## config.mk

```make
export PLATFORM = sky130hd
export DESIGN_NAME = de_pipe_reg
export DESIGN_NICKNAME = d
export VERILOG_FILES = /design/src/rtl/de_pipe_reg_pkg.sv /design/src/rtl/de_pipe_reg_sat_cnt.sv /design/src/rtl/de_pipe_reg.sv
export SDC_FILE = /design/constraint.sdc
export NUM_CORES = 1
export LEC_CHECK = 0
export ABC_CLOCK_PERIOD_IN_PS = 2600
export CORE_ASPECT_RATIO = 0.5
export CORE_MARGIN = 2
export CORE_UTILIZATION = 41
export CTS_CLUSTER_DIAMETER = 30
export DETAILED_ROUTE_END_ITERATION = 10
export GPL_TIMING_DRIVEN = 0
export HOLD_SLACK_MARGIN = 0.05
export PLACE_DENSITY = 0.81
export SYNTH_ARGS = -nofsm -noshare
export SYNTH_HDL_FRONTEND = slang
export SYNTH_SLANG_ARGS = --single-unit
```

## constraint.sdc

```tcl
create_clock -name clk -period 2.6 [get_ports clk]
set_input_delay 0.65 -clock clk [delete_from_list [all_inputs] [get_ports clk]]
set_output_delay 0.65 -clock clk [all_outputs]
set_load 0.1 [all_outputs]
```

## src/rtl/de_pipe_reg_pkg.sv

```systemverilog
// Shared encodings for the D->E pipeline register: MDU op selects, exception codes and
// the exception vector used when CP0 flushes the pipe.
package de_pipe_reg_pkg;

   typedef enum logic [3:0] {
      MdNop   = 4'd0,
      MdMult  = 4'd1,
      MdMultu = 4'd2,
      MdDiv   = 4'd3,
      MdDivu  = 4'd4,
      MdMfhi  = 4'd5,
      MdMflo  = 4'd6,
      MdMthi  = 4'd7,
      MdMtlo  = 4'd8
   } md_sel_e;

   typedef enum logic [4:0] {
      ExcNone    = 5'd0,
      ExcAdEL    = 5'd4,
      ExcAdES    = 5'd5,
      ExcSyscall = 5'd8,
      ExcRI      = 5'd10,
      ExcOv      = 5'd12
   } exc_code_e;

   localparam logic [31:0] EXC_ENTRY_DEF = 32'h0000_4180;
   localparam int unsigned CNT_W_DEF     = 32;

endpackage

```

## src/rtl/de_pipe_reg_sat_cnt.sv

```systemverilog
// Saturating up-counter: increments on inc, sticks at all-ones, cleared only by reset.
module de_pipe_reg_sat_cnt #(
   parameter int unsigned CNT_W = 32
) (
   input  logic             clk,
   input  logic             reset,
   input  logic             inc,
   output logic [CNT_W-1:0] cnt
);

   logic [CNT_W-1:0] cnt_q, cnt_d;

   always_comb begin
      cnt_d = cnt_q;
      if (inc && (cnt_q != '1)) begin
         cnt_d = cnt_q + CNT_W'(1);
      end
   end

   always_ff @(posedge clk or negedge reset) begin
      if (!reset) begin
         cnt_q <= '0;
      end else begin
         cnt_q <= cnt_d;
      end
   end

   assign cnt = cnt_q;

endmodule

```

## src/rtl/de_pipe_reg.sv

```systemverilog
// D->E pipeline register: decides advance / bubble / flush each cycle, feeds the MDU its
// operands and op select, and counts stall cycles.
module de_pipe_reg
   import de_pipe_reg_pkg::*;
#(
   parameter int unsigned       WIDTH     = 32,
   parameter int unsigned       MD_SEL_W  = 4,
   parameter int unsigned       EXC_W     = 5,
   parameter logic [WIDTH-1:0]  EXC_ENTRY = WIDTH'(EXC_ENTRY_DEF),
   parameter int unsigned       CNT_W     = CNT_W_DEF
) (
   input  logic                clk,
   input  logic                reset,
   input  logic                req,
   input  logic                d_valid,
   input  logic                d_stall_data,
   input  logic                d_md_class,
   input  logic                md_busy,
   input  logic [WIDTH-1:0]    d_pc,
   input  logic [WIDTH-1:0]    d_instr,
   input  logic [WIDTH-1:0]    d_rs_val,
   input  logic [WIDTH-1:0]    d_rt_val,
   input  logic [WIDTH-1:0]    d_imm,
   input  logic [MD_SEL_W-1:0] d_md_sel,
   input  logic [EXC_W-1:0]    d_exc_code,
   input  logic                d_bd,
   output logic                d_stall,
   output logic [WIDTH-1:0]    e_pc,
   output logic [WIDTH-1:0]    e_instr,
   output logic [WIDTH-1:0]    e_rs_val,
   output logic [WIDTH-1:0]    e_rt_val,
   output logic [WIDTH-1:0]    e_imm,
   output logic [MD_SEL_W-1:0] e_md_sel,
   output logic [EXC_W-1:0]    e_exc_code,
   output logic                e_bd,
   output logic                e_valid,
   output logic [CNT_W-1:0]    stall_cnt,
   output logic [CNT_W-1:0]    md_stall_cnt
);

   logic stall, md_stall;
   logic stall_inc, md_stall_inc;

   logic [WIDTH-1:0]    pc_q, pc_d;
   logic [WIDTH-1:0]    instr_q, instr_d;
   logic [WIDTH-1:0]    rs_val_q, rs_val_d;
   logic [WIDTH-1:0]    rt_val_q, rt_val_d;
   logic [WIDTH-1:0]    imm_q, imm_d;
   logic [MD_SEL_W-1:0] md_sel_q, md_sel_d;
   logic [EXC_W-1:0]    exc_code_q, exc_code_d;
   logic                bd_q, bd_d;
   logic                valid_q, valid_d;

   assign md_stall     = d_valid & d_md_class & md_busy;
   assign stall        = d_valid & (d_stall_data | (d_md_class & md_busy));
   assign stall_inc    = stall & ~req;
   assign md_stall_inc = md_stall & ~req;

   // Gated by reset so the front end never sees a freeze while the core is held in reset.
   assign d_stall = stall_inc & reset;

   always_comb begin
      pc_d       = d_pc;
      bd_d       = d_bd;
      instr_d    = d_instr;
      rs_val_d   = d_rs_val;
      rt_val_d   = d_rt_val;
      imm_d      = d_imm;
      exc_code_d = d_exc_code;
      valid_d    = 1'b1;
      // A faulting instruction must never start the MDU or touch hi/lo.
      md_sel_d   = (d_exc_code != EXC_W'(ExcNone)) ? MD_SEL_W'(MdNop) : d_md_sel;

      if (req) begin
         pc_d       = EXC_ENTRY;
         bd_d       = 1'b0;
         instr_d    = '0;
         rs_val_d   = '0;
         rt_val_d   = '0;
         imm_d      = '0;
         md_sel_d   = '0;
         exc_code_d = '0;
         valid_d    = 1'b0;
      end else if (stall || !d_valid) begin
         // Bubble keeps pc/bd so EPC is right if an interrupt lands on it.
         instr_d    = '0;
         rs_val_d   = '0;
         rt_val_d   = '0;
         imm_d      = '0;
         md_sel_d   = '0;
         exc_code_d = '0;
         valid_d    = 1'b0;
      end
   end

   always_ff @(posedge clk or negedge reset) begin
      if (!reset) begin
         pc_q       <= '0;
         instr_q    <= '0;
         rs_val_q   <= '0;
         rt_val_q   <= '0;
         imm_q      <= '0;
         md_sel_q   <= '0;
         exc_code_q <= '0;
         bd_q       <= 1'b0;
         valid_q    <= 1'b0;
      end else begin
         pc_q       <= pc_d;
         instr_q    <= instr_d;
         rs_val_q   <= rs_val_d;
         rt_val_q   <= rt_val_d;
         imm_q      <= imm_d;
         md_sel_q   <= md_sel_d;
         exc_code_q <= exc_code_d;
         bd_q       <= bd_d;
         valid_q    <= valid_d;
      end
   end

   assign e_pc       = pc_q;
   assign e_instr    = instr_q;
   assign e_rs_val   = rs_val_q;
   assign e_rt_val   = rt_val_q;
   assign e_imm      = imm_q;
   assign e_md_sel   = md_sel_q;
   assign e_exc_code = exc_code_q;
   assign e_bd       = bd_q;
   assign e_valid    = valid_q;

   de_pipe_reg_sat_cnt #(
      .CNT_W (CNT_W)
   ) u_stall_cnt (
      .clk   (clk),
      .reset (reset),
      .inc   (stall_inc),
      .cnt   (stall_cnt)
   );

   de_pipe_reg_sat_cnt #(
      .CNT_W (CNT_W)
   ) u_md_stall_cnt (
      .clk   (clk),
      .reset (reset),
      .inc   (md_stall_inc),
      .cnt   (md_stall_cnt)
   );

endmodule

```

==> results.md, run 1 <==
- The maximum net fanout on the critical path is 7.
- The top cell types in the final layout, fill and taps aside, are 229 x sky130_fd_sc_hd__dlygate4sd2_1, 212 x sky130_fd_sc_hd__dfrtp_1, 173 x sky130_fd_sc_hd__clkdlybuf4s50_1.
- Across all register-to-register paths, the minimum setup slack is 0.21 ns.
- Power spread over the standard cell area amounts to 755 nW/um2.
- The power dissipated by switching net loads is 3350 uW.
- The switching share of power is 0.308.
- The first-pass iteration count of the detailed router is 5.
- Buffers added to address setup during post-CTS repair amount to 0.
- STA classifies the critical path startpoint as a flop.
- Setup repair after global routing left no endpoint under its margin.
- The detailed-route DRC error count is 0.
- The slew at the pin closest to its max-slew limit is 1.12 ns.
- VDD sags by at most 0.494 mV.
- The share of synthesized registers carrying an async set or reset is 1.00.
- In the final layout, the share of cells above drive strength 1 is 0.106.
- In this run the standard cell core region covers 20800 um2.
- The total count of max-transition violations in the final report is 0.
- The minimum clock period after layout is 2.57 ns.
- Global routing finished with a remaining overflow of 0.
- Traced cell by cell, the critical path runs through dlygate4sd2_1.
- Across the run, the number of max-cap violations was 0.
- The via count of the first global-routing pass was 7724.
- The min-delay analysis places its worst path in the category in2async.
- The total chip power is 10900 uW.
- The number of setup violations in the final report is 0.
- The dominant synthesized flop cell is sky130_fd_sc_hd__dfrtp_1.
- The finished cells cover roughly 14000 um2.
- The analysis attributes to cell leakage a power of 0.00794 uW.
- The cell area after placement is 13400 um2.
- Synthesis handed over a netlist of 697 instances.
- Detailed placement ended at an HPWL of 22100 um.
- The beginning of the worst register-to-register path is u_stall_cnt.cnt[0].
- Compared with the post-synthesis result, the final layout area differs by 63.1%.
- The first routing iteration left around 450 violations.
- The share of the Yosys chip area taken by registers is 0.667.
- The initial antenna violation count was 2.
- Leaving out fill and tap cells, the most frequent cell in the layout is sky130_fd_sc_hd__dlygate4sd2_1.
- The net count after synthesis is slightly below 900.
- Counting both buffers and inverters, the worst setup path holds a total of 1.
- The share of total power dissipated in combinational logic is 0.185.
- The largest single stage delay on the critical path is 0.94 ns.
- The detail route stage leaves a number of antenna-violating nets equal to 0.
- The area of the die is 22800 um2.
- The I/O pin total is 413.
- The fill cell total of the finished layout is approximately 1500.
- Headroom to the max-slew limit came out at 0.256.
- The total number of vias is 7326.
- The global-route total usage across every layer is 0.261.
- The pin count of the biggest net entering global routing is 116.
- Summed over all failing endpoints, the final setup total negative slack is 0 ns.
- The sequential share of power is 0.365.
- The level count of the clock H-tree is 2.
- The number of warnings issued by yosys is 0.
- The worst path setup slack after routing is 0.0311 ns.
- The layout net count is 1327.
- The critical setup path kind is reg2out.
- Clock tree synthesis selected as its root buffer the cell sky130_fd_sc_hd__clkbuf_16.
- For the worst-skew pair, the clock arrives at the later sink with an insertion delay of between 0.4 and 0.5 ns.
- The endpoint identified for the worst register-to-register timing path is u_stall_cnt.cnt[1].
- The internal power contribution is 7510 uW.
- The clock passes through at most 3 buffers.
- The master of the slowest instance on the critical path is sky130_fd_sc_hd__dlygate4sd2_1.
- Wires add up to 29500 um.
- The flop and latch count out of synthesis is 235.
- TritonCTS built the clock tree.
- The number of clock buffers added by TritonCTS is 35.
- The clock-pin slew reported for the worst setup and hold paths after clock tree synthesis is 0.06 ns.
- The critical path data required time is 1.95 ns.
- The row count is 37.
- In this run the tool buffered the top-level ports with 412 buffer cells.
- Routability-driven placement finished with a final weighted congestion of 0.955.
- The first global-routing pass estimated 45100 um of wire.
- Of the total power, the clock network draws 0.450.
- The initial core utilization is 0.423.
- The count of clock tree sinks is 235.
- The number of enable flip-flop cells after synthesis is 0.
- After detailed routing, the number of vias per cell comes to 5.07.
- The count of endpoints failing hold in the final timing report is 0.
- The top achievable clock speed is between 300 and 400 MHz.
- A synthesized cell averages 12.7 um2.
- Counting cells, the worst reg-to-reg path comes to 6.
- The die boundary height is 108 um.
- The data arrival time at the worst-slack endpoint is 1.92 ns.
- The cell area that synthesis handed to floorplanning was 8820 um2.
- Measured along the x axis, the die boundary spans 211 um.
- The part of the cycle the worst path needs is 0.988.
- The worst setup path is captured at a primary output.
- The final clock skew is 0.0120 ns.
- The cell family contributing the most delay on the critical path is buffers and inverters.
- The routed wirelength normalized by instance count is 20.4 um.
- The flow ran to the end, and the final reports show no timing, DRC or antenna violations.
- The post-place setup slack is -1.56 ns.
- After synthesis, the netlist uses between 40 and 50 different library cells.
-- how the worst max path moves through the flow --
| stage | start | endpoint | cells after the start |
|---|---|---|---|
| floorplan | u_stall_cnt.cnt[2] | u_stall_cnt.cnt[1] | 5 |
| global placement | reset | u_stall_cnt.cnt[10] | 1 |
| detailed placement | req | d_stall | 6 |
| CTS | e_rs_val[27] | e_rs_val[27] | 1 |
| global route | u_stall_cnt.cnt[5] | stall_cnt[5] | 1 |
| finish | u_stall_cnt.cnt[5] | stall_cnt[5] | 1 |
-- synth_stat cells (2+ instances only) --
| master | count | area share |
|---|---|---|
| sky130_fd_sc_hd__dfrtp_1 | 235 | 0.67 |
| sky130_fd_sc_hd__and3_1 | 141 | 0.10 |
| sky130_fd_sc_hd__clkbuf_1 | 33 | 0.014 |
| sky130_fd_sc_hd__nor2b_1 | 32 | 0.023 |
| sky130_fd_sc_hd__nand2_1 | 30 | 0.013 |
| sky130_fd_sc_hd__nor2_1 | 30 | 0.013 |
| sky130_fd_sc_hd__xor2_1 | 29 | 0.029 |
| sky130_fd_sc_hd__xnor2_1 | 26 | 0.026 |
| sky130_fd_sc_hd__nand3_1 | 25 | 0.014 |
| sky130_fd_sc_hd__nand4_1 | 20 | 0.014 |
| sky130_fd_sc_hd__nor3_1 | 13 | 0.0074 |
| sky130_fd_sc_hd__nor4_1 | 11 | 0.0078 |
| sky130_fd_sc_hd__o21ai_0 | 7 | 0.0040 |
| sky130_fd_sc_hd__and2_1 | 5 | 0.0035 |
| sky130_fd_sc_hd__inv_1 | 4 | 0.0017 |
| sky130_fd_sc_hd__or2_2 | 4 | 0.0028 |
| sky130_fd_sc_hd__or3_1 | 4 | 0.0028 |
| sky130_fd_sc_hd__and4_1 | 3 | 0.0030 |
| sky130_fd_sc_hd__buf_2 | 3 | 0.0017 |
| sky130_fd_sc_hd__buf_6 | 3 | 0.0038 |
| sky130_fd_sc_hd__mux2_2 | 3 | 0.0038 |
| sky130_fd_sc_hd__nand3_2 | 3 | 0.0034 |
| sky130_fd_sc_hd__or4_4 | 3 | 0.0038 |
| sky130_fd_sc_hd__and3_2 | 2 | 0.0017 |
| sky130_fd_sc_hd__ha_1 | 2 | 0.0028 |
| sky130_fd_sc_hd__nand2b_1 | 2 | 0.0014 |
| sky130_fd_sc_hd__nand4b_1 | 2 | 0.0020 |
| sky130_fd_sc_hd__nor4_4 | 2 | 0.0048 |
-- registers in the layout (all words and copies together), names as in the netlist --
name / flops
u_md_stall_cnt.cnt: 32
u_stall_cnt.cnt: 32
e_instr: 32
e_md_sel: 4
e_imm: 32
e_rt_val: 32
e_bd: 1
e_valid: 1
e_rs_val: 32
e_exc_code: 5
e_pc: 32
-- metal layers --
| metal | global-route usage | wire (um) | vias to the layer above |
|---|---|---|---|
| li1 | - | - | 3323 |
| met1 | 0.315 | 11800 | 3677 |
| met2 | 0.464 | 15200 | 264 |
| met3 | 0.0630 | 1720 | 60 |
| met4 | 0.0835 | 749 | 2 |
| met5 | 0 | 13 | - |
-- per-stage QoR --
| stage | utilization | hold WS [ns] | instances |
|---|---|---|---|
| floorplan | - | 0.354 | 697 |
| global placement | 0.639 | 0.467 | 1382 |
| detailed placement | 0.642 | 0.473 | 1384 |
| CTS | 0.690 | 0.0827 | 1444 |
| global route | 0.691 | 0.0885 | 1444 |
| finish | 0.691 | 0.0890 | 1445 |
-- power by group through the flow --
stage | Combinational, uW | Clock [uW] | Sequential, uW
4_1_cts | 2020 | 4960 | 3960
5_1_grt | 2090 | 5170 | 3980
2_1_floorplan | 222 | 0 | 5100
3_5_place_dp | 2110 | 0 | 4030
3_3_place_gp | 2080 | 0 | 4020
6_report | 2010 | 4880 | 3960
-- what timing repair did --
item	CTS	global route
hold endpoints to repair	37	0
hold buffers	1	0
endpoints found under the setup margin	299	8
cloned	0	0
resized for setup	244	8
-- final cells by class --
class | instances | area [um2] | share of cell area
inverters | 4 | 15.0 | 0.00104
repair buffers | 415 | 3950 | 0.275
clock inverters | 16 | 209 | 0.0145
flip-flops and latches | 235 | 5910 | 0.411
multi-input cells | 419 | 2760 | 0.192
plain buffers | 38 | 175 | 0.0122
diodes | 1 | 2.50 | 0.000174
well taps | 273 | 342 | 0.0237
clock buffers | 44 | 1020 | 0.0710
-- cell families after synthesis --
family                   after synthesis  share of synthesized area
AND/OR/NAND/NOR                      343                      0.237
multiplexers                           5                    0.00681
flip-flops                           235                      0.667
AO/OA/AOI/OAI                         14                     0.0111
adder cells (fa/ha/maj)                2                    0.00284
XOR/XNOR                              55                     0.0546
buffers and inverters                 43                     0.0213
(Power assumes the default switching activity.)
==> run 2: changes to the inputs <==
Settings changed: CTS_CLUSTER_DIAMETER 30 to default.
==> results.md, run 2 (synthesized netlist as in run 1, its figures left out) <==
- The row count was 37 (unchanged).
- The initial antenna violation count was 1 (-1).
- The critical path data required time is 1.95 ns (about the same).
- The global-route wire length before repair is 43800 um (-3.1%).
- The worst-case reg-to-reg path depth is 6 (unchanged).
- CTS placed an instance of sky130_fd_sc_hd__clkbuf_16 at the clock tree root.
- The critical path ends at md_stall_cnt[30].
- The total clock buffers created by CTS is 22 (-37%).
- The aggregate routed wire length is 28900 um (-2.1%).
- The minimum clock period after layout came to 2.54 ns (-0.0268 ns).
- The top achievable clock speed was 393 MHz (+1.1%).
- The total number of vias is 7164 (-2.2%).
- The beginning of the worst register-to-register path is u_stall_cnt.cnt[0].
- The worst setup path is captured at a primary output.
- The part of the cycle the worst path needs is 0.978 (-0.0103).
- The layout net count is 1314 (-0.98%).
- The signal on the critical path passes through dlygate4sd2_1.
- The clock latency on the worst-skew pair is 0.51 ns (+0.02 ns).
- The internal reg-to-reg setup slack came to 0.23 ns (+0.02 ns).
- The total placed cells including tap cells is 1384 (unchanged).
- The share of cells above drive strength 1 is 0.0819 (-0.0240).
- The routed wirelength normalized by instance count is 20.3 um (-0.48%).
- The count of clock tree sinks is 235 (unchanged).
- The die boundary height came to 108 um (unchanged).
- The area of the core is 20800 um2 (unchanged).
- The path class of the tightest hold or removal check is in2async.
- Setup repair after global routing left no endpoint under its margin.
- The level count of the clock H-tree is 1 (-1).
- The first-pass iteration count of the detailed router is 5 (unchanged).
- The total overflow reported by the global router is 0 (unchanged).
- The pin count of the biggest net entering global routing is 116 (unchanged).
- The non-filler instance count after layout was 1422 (-1.6%).
- The number of setup violations in the final report was 0 (unchanged).
- The most critical setup path has its startpoint at u_md_stall_cnt.cnt[30].
- The maximum buffer depth of the clock tree is 3 (unchanged).
- The clock-pin slew reported for the worst setup and hold paths after clock tree synthesis is 0.06 ns (about the same).
- The max-cap violation count is 0 (unchanged).
- The global-route total usage across every layer is 0.254 (-0.00690).
- The area of the die is 22800 um2 (unchanged).
- The footprint of the multi-input gates is 2770 um2 (about the same).
- The relative max-transition margin is 0.285 (+0.0293).
- The via count of the first global-routing pass was 7505 (-2.8%).
- The run finished with clean final reports.
- The slew at the pin closest to its max-slew limit is 1.08 ns (-0.0440 ns).
- The CTS tree is yes.
- The worst vdd rail ir drop is 0.462 mV (-6.4%).
- The register cell area after layout is 5910 um2 (unchanged).
- The largest individual stage delay along the critical path comes from the cell sky130_fd_sc_hd__dlygate4sd2_1.
- The cell area after placement is 13400 um2 (unchanged).
- The leading cell type in the layout, fill and taps excluded is sky130_fd_sc_hd__dlygate4sd2_1.
- The fill cell total of the finished layout is 1649 (+7.6%).
- The final design instance area without fill is 13800 um2 (-4.0%).
- The number of stages on the worst setup path is 1 (unchanged).
- The critical setup path kind is reg2out.
- In the layout the commonest cells are 235 x sky130_fd_sc_hd__dlygate4sd2_1, 212 x sky130_fd_sc_hd__dfrtp_1, 173 x sky130_fd_sc_hd__clkdlybuf4s50_1.
- The number of violations reported at the end of detailed-routing iteration 0 is 511 (+13%).
- The chip width was 211 um (unchanged).
- The power per cell area was 658 nW/um2 (-13%).
- The reported leakage power is 0.00758 uW (-4.5%).
- On the critical path the largest part of the delay comes from buffers and inverters.
- The total buffers and inverters traversed by the critical path is 1 (unchanged).
- The total count of max-transition violations in the final report is 0 (unchanged).
- The maximum net fanout on the critical path is 6 (-1).
- The via density per instance was 5.04 (-0.63%).
- Relative to the synthesized area, the layout overhead comes to 56.5%.
- The data arrival time at the worst-slack endpoint is 1.89 ns (-0.03 ns).
- The count of port buffers added during placement is 412 (unchanged).
- The number of nets with antenna violations after routing is 0 (unchanged).
- The final clock skew is 0.0102 ns (-0.00185 ns).
- The I/O pin total is 413 (unchanged).
- The delay contributed by the slowest stage of the critical path is 0.95 ns (about the same).
- The detailed-route DRC error count is 0 (unchanged).
- The routability congestion estimate is 0.955 (unchanged).
- The endpoint of the lowest-slack register-to-register path is u_stall_cnt.cnt[1].
- The HPWL after detailed placement came to 22100 um (unchanged).
- The worst setup path is launched from a flop.
- The count of endpoints failing hold in the final timing report is 0 (unchanged).
- The initial core utilization is 0.423 (unchanged).
[run 2: worst min-delay path by stage]
stage	startpoint	to	slack (ns)	depth (start not counted)
after detailed placement	u_stall_cnt.cnt[19]	u_stall_cnt.cnt[19]	0.47	1
after CTS	reset	u_md_stall_cnt.cnt[14]	0.07	2
after global routing	reset	u_md_stall_cnt.cnt[14]	0.07	2
after global placement	u_stall_cnt.cnt[27]	u_stall_cnt.cnt[27]	0.47	1
final	reset	u_md_stall_cnt.cnt[22]	0.08	2
after floorplan	reset	e_bd	0.35	0
[run 2: timing repair]
action | 4_1_cts | 5_1_grt
gates resized for setup | 253 | 2
hold buffers | 1 | 0
hold endpoints to repair | 37 | 0
pin swaps | 0 | 0
setup buffers | 0 | 0
endpoints found under the setup margin | 300 | 2
[run 2: cell type report]
cell class	instances	area share
clock inverter	3	0.00290
multi-input combinational	419	0.200
antenna	1	0.000181
clock buffer	34	0.0461
inverter	4	0.00109
timing repair buffer	415	0.284
buffer	38	0.0127
sequential	235	0.428
tap	273	0.0247
[run 2: power breakdown]
group	switching, uW	internal (uW)
clock	1340	1780
sequential	141	3810
combinational	1510	503
total	2990	6090
[run 2: through the flow]
stage               setup WS, ns  hold slack [ns]  setup TNS (ns)  total power (uW)   util
floorplan              -0.000295            0.354       -0.000295              5320      -
global placement           -9.54            0.467        -2116.44              6110  0.639
detailed placement         -1.56            0.473          -60.50              6140  0.642
CTS                       0.0117           0.0674               0              9170  0.663
global route             0.00983           0.0701               0              9410  0.663
finish                    0.0579           0.0780               0              9090  0.663
[run 2: layer usage]
metal | vias up | track usage | share of wire | wire length (um)
met4 | 2 | 0.0981 | 0.039 | 1130
li1 | 3292 | - | - | -
met3 | 68 | 0.0563 | 0.047 | 1360
met2 | 223 | 0.442 | 0.51 | 14700
met5 | - | 0.0138 | 0.0014 | 41
met1 | 3579 | 0.310 | 0.41 | 11700
==> run 3: changes to the inputs <==
Settings changed: SKIP_CTS_REPAIR_TIMING from default to 1.
==> results.md, run 3 (synthesized netlist as in run 1, its figures left out) <==
- The critical path data required time is 1.95 ns (about the same).
- Leaving out fill and tap cells, the most frequent cell in the layout is sky130_fd_sc_hd__dlymetal6s2s_1.
- The total negative setup slack came to 0 ns (unchanged).
- The number of setup violations in the final report is 0 (unchanged).
- The row count came to 37 (unchanged).
- The chip width is 211 um (unchanged).
- The max-cap violation count is 0 (unchanged).
- The initial core utilization is 0.423 (unchanged).
- The final clock skew is 0.0115 ns (+0.00135 ns).
- In the layout the commonest cells are 237 x sky130_fd_sc_hd__dlymetal6s2s_1, 212 x sky130_fd_sc_hd__dfrtp_1, 173 x sky130_fd_sc_hd__clkdlybuf4s50_1.
- The nature of the critical path endpoint is a primary output.
- The number of violations reported at the end of detailed-routing iteration 0 is 514 (+0.59%).
- The routed wirelength normalized by instance count was 21.0 um (+3.1%).
- The HPWL after detailed placement is 22100 um (unchanged).
- The sort of element at the start of the critical path is a primary input.
- Setup repair after global routing could not meet its margin everywhere.
- The total placed cells including tap cells is 1384 (unchanged).
- The non-filler instance count after layout is 1421 (-0.070%).
- The global-route total usage across every layer was 0.252 (-0.00189).
- The cell area after placement was 13400 um2 (unchanged).
- The path class of the lowest-slack min-delay path is in2async.
- The CTS root buffer is sky130_fd_sc_hd__clkbuf_16.
- The area of the core is 20800 um2 (unchanged).
- The clock-pin slew reported for the worst setup and hold paths after clock tree synthesis is 0.07 ns (about the same).
- The flow ran to the end, and the final reports show no timing, DRC or antenna violations.
- The routability congestion estimate is 0.955 (unchanged).
- The data arrival time at the worst-slack endpoint was 1.88 ns (about the same).
- The count of port buffers added during placement came to 412 (unchanged).
- The pin count of the biggest net entering global routing is 116 (unchanged).
- The layout net count is 1314 (unchanged).
- The final antenna diode count is 0 (-1).
- The total number of vias is 7271 (+1.5%).
- The via density per instance came to 5.12 (+1.6%).
- The aggregate routed wire length came to 29800 um (+3.1%).
- The total count of max-transition violations in the final report is 0 (unchanged).
- TritonCTS built the clock tree.
- The final design instance area without fill is 14700 um2 (+6.4%).
- On the critical path, the stage with the largest delay is an instance of sky130_fd_sc_hd__clkdlybuf4s50_1.
- The initial antenna violation count is 0 (-1).
- The count of clock tree sinks is 235 (unchanged).
- The maximum buffer depth of the clock tree came to 3 (unchanged).
- The count of endpoints failing hold in the final timing report came to 0 (unchanged).
- The total clock buffers created by CTS is 22 (unchanged).
- The critical setup path kind is in2out.
- The maximum net fanout on the critical path came to 4 (-2).
- Traced cell by cell, the critical path runs through clkdlybuf4s50_1, a21o_1, and3_1, buf_8.
- The relative max-transition margin is 0.237 (-0.0476).
- The via count of the first global-routing pass is 7434 (-0.95%).
- The fill cell total of the finished layout came to 1425 (-14%).
- The global-route wire length before repair is 43400 um (-0.85%).
- Relative to the synthesized area, the layout overhead comes to 66.5%.
- The total overflow reported by the global router was 0 (unchanged).
- The die boundary height is 108 um (unchanged).
- The level count of the clock H-tree is 1 (unchanged).
- The minimum clock period after layout is 2.53 ns (-0.0138 ns).
- The reported leakage power was 0.0106 uW (+40%).
- The first-pass iteration count of the detailed router is 5 (unchanged).
- The detailed-route DRC error count is 0 (unchanged).
- The area of the die came to 22800 um2 (unchanged).
- The part of the cycle the worst path needs is 0.972 (-0.00532).
- The slew at the pin closest to its max-slew limit is 1.14 ns (+0.0652 ns).
- The clock latency on the worst-skew pair came to 0.51 ns (about the same).
- The power per cell area was 626 nW/um2 (-4.9%).
- The top achievable clock speed was 396 MHz (+0.55%).
- The delay contributed by the slowest stage of the critical path came to 0.58 ns (-0.37 ns).
- The share of cells above drive strength 1 is 0.0801 (-0.00174).
- The I/O pin total is 413 (unchanged).
- The worst vdd rail ir drop is 0.461 mV (-0.14%).
- The number of nets with antenna violations after routing came to 0 (unchanged).
[run 3: cell types whose count changed in the layout (fill, tap and decap cells not counted), sizes merged]
cell,change
clkbuf,-1
clkdlybuf4s15,-1
diode,-1
dlygate4sd2,-235
dlymetal6s2s,+237
[run 3: final cells by class]
cell class	count	area [um2]	share of cell area
clock inverters	3	40.0	0.00273
clock buffers	34	637	0.0434
flip-flops and latches	235	5910	0.402
plain buffers	38	175	0.0119
inverters	4	15.0	0.00102
repair buffers	415	4810	0.327
well taps	273	342	0.0233
multi-input cells	419	2760	0.188
[run 3: worst max-delay path, delay by kind of cell]
kind                   cells  cell delay (ns)
AND/OR/NAND/NOR            1             0.21
buffers and inverters      2             0.79
AO/OA/AOI/OAI              1             0.22
[run 3: path summary, 6_finish.rpt]
path | start | end | slack (ns) | cells after the start
worst max-delay path | d_md_class | d_stall | 0.07 | 4
worst min-delay path | reset | u_md_stall_cnt.cnt[14] | 0.08 | 2
worst max register to register | u_stall_cnt.cnt[0] | u_stall_cnt.cnt[1] | 0.24 | 6
worst min register to register | u_stall_cnt.cnt[13] | u_stall_cnt.cnt[13] | 0.48 | 1
max in group asynchronous | reset | e_pc[30] | 1.59 | 3
min in group clk | u_stall_cnt.cnt[13] | u_stall_cnt.cnt[13] | 0.48 | 1
[run 3: stage by stage]
step                power [uW]  utilization  setup WS, ns  hold slack (ns)
floorplan                 5320            -     -0.000295            0.354
global placement          6110        0.639         -9.54            0.467
detailed placement        6140        0.642         -1.56            0.473
CTS                       9270        0.675         -1.60          0.00450
global route              9510        0.705        0.0494           0.0648
finish                    9190        0.705        0.0717           0.0798
[run 3: layer usage]
layer / GRT usage / part of all wire / vias up
met5: 0 / 0 / -
met4: 0.0941 / 0.036 / 0
met3: 0.0613 / 0.051 / 72
met2: 0.438 / 0.52 / 228
met1: 0.308 / 0.40 / 3681
li1: - / - / 3290
[run 3: where the power goes]
group | leakage, uW | internal, uW | switching (uW)
clock network | 0.000330 | 1780 | 1340
logic | 0.00710 | 599 | 1520
registers | 0.00314 | 3810 | 139
total | 0.0106 | 6190 | 3000
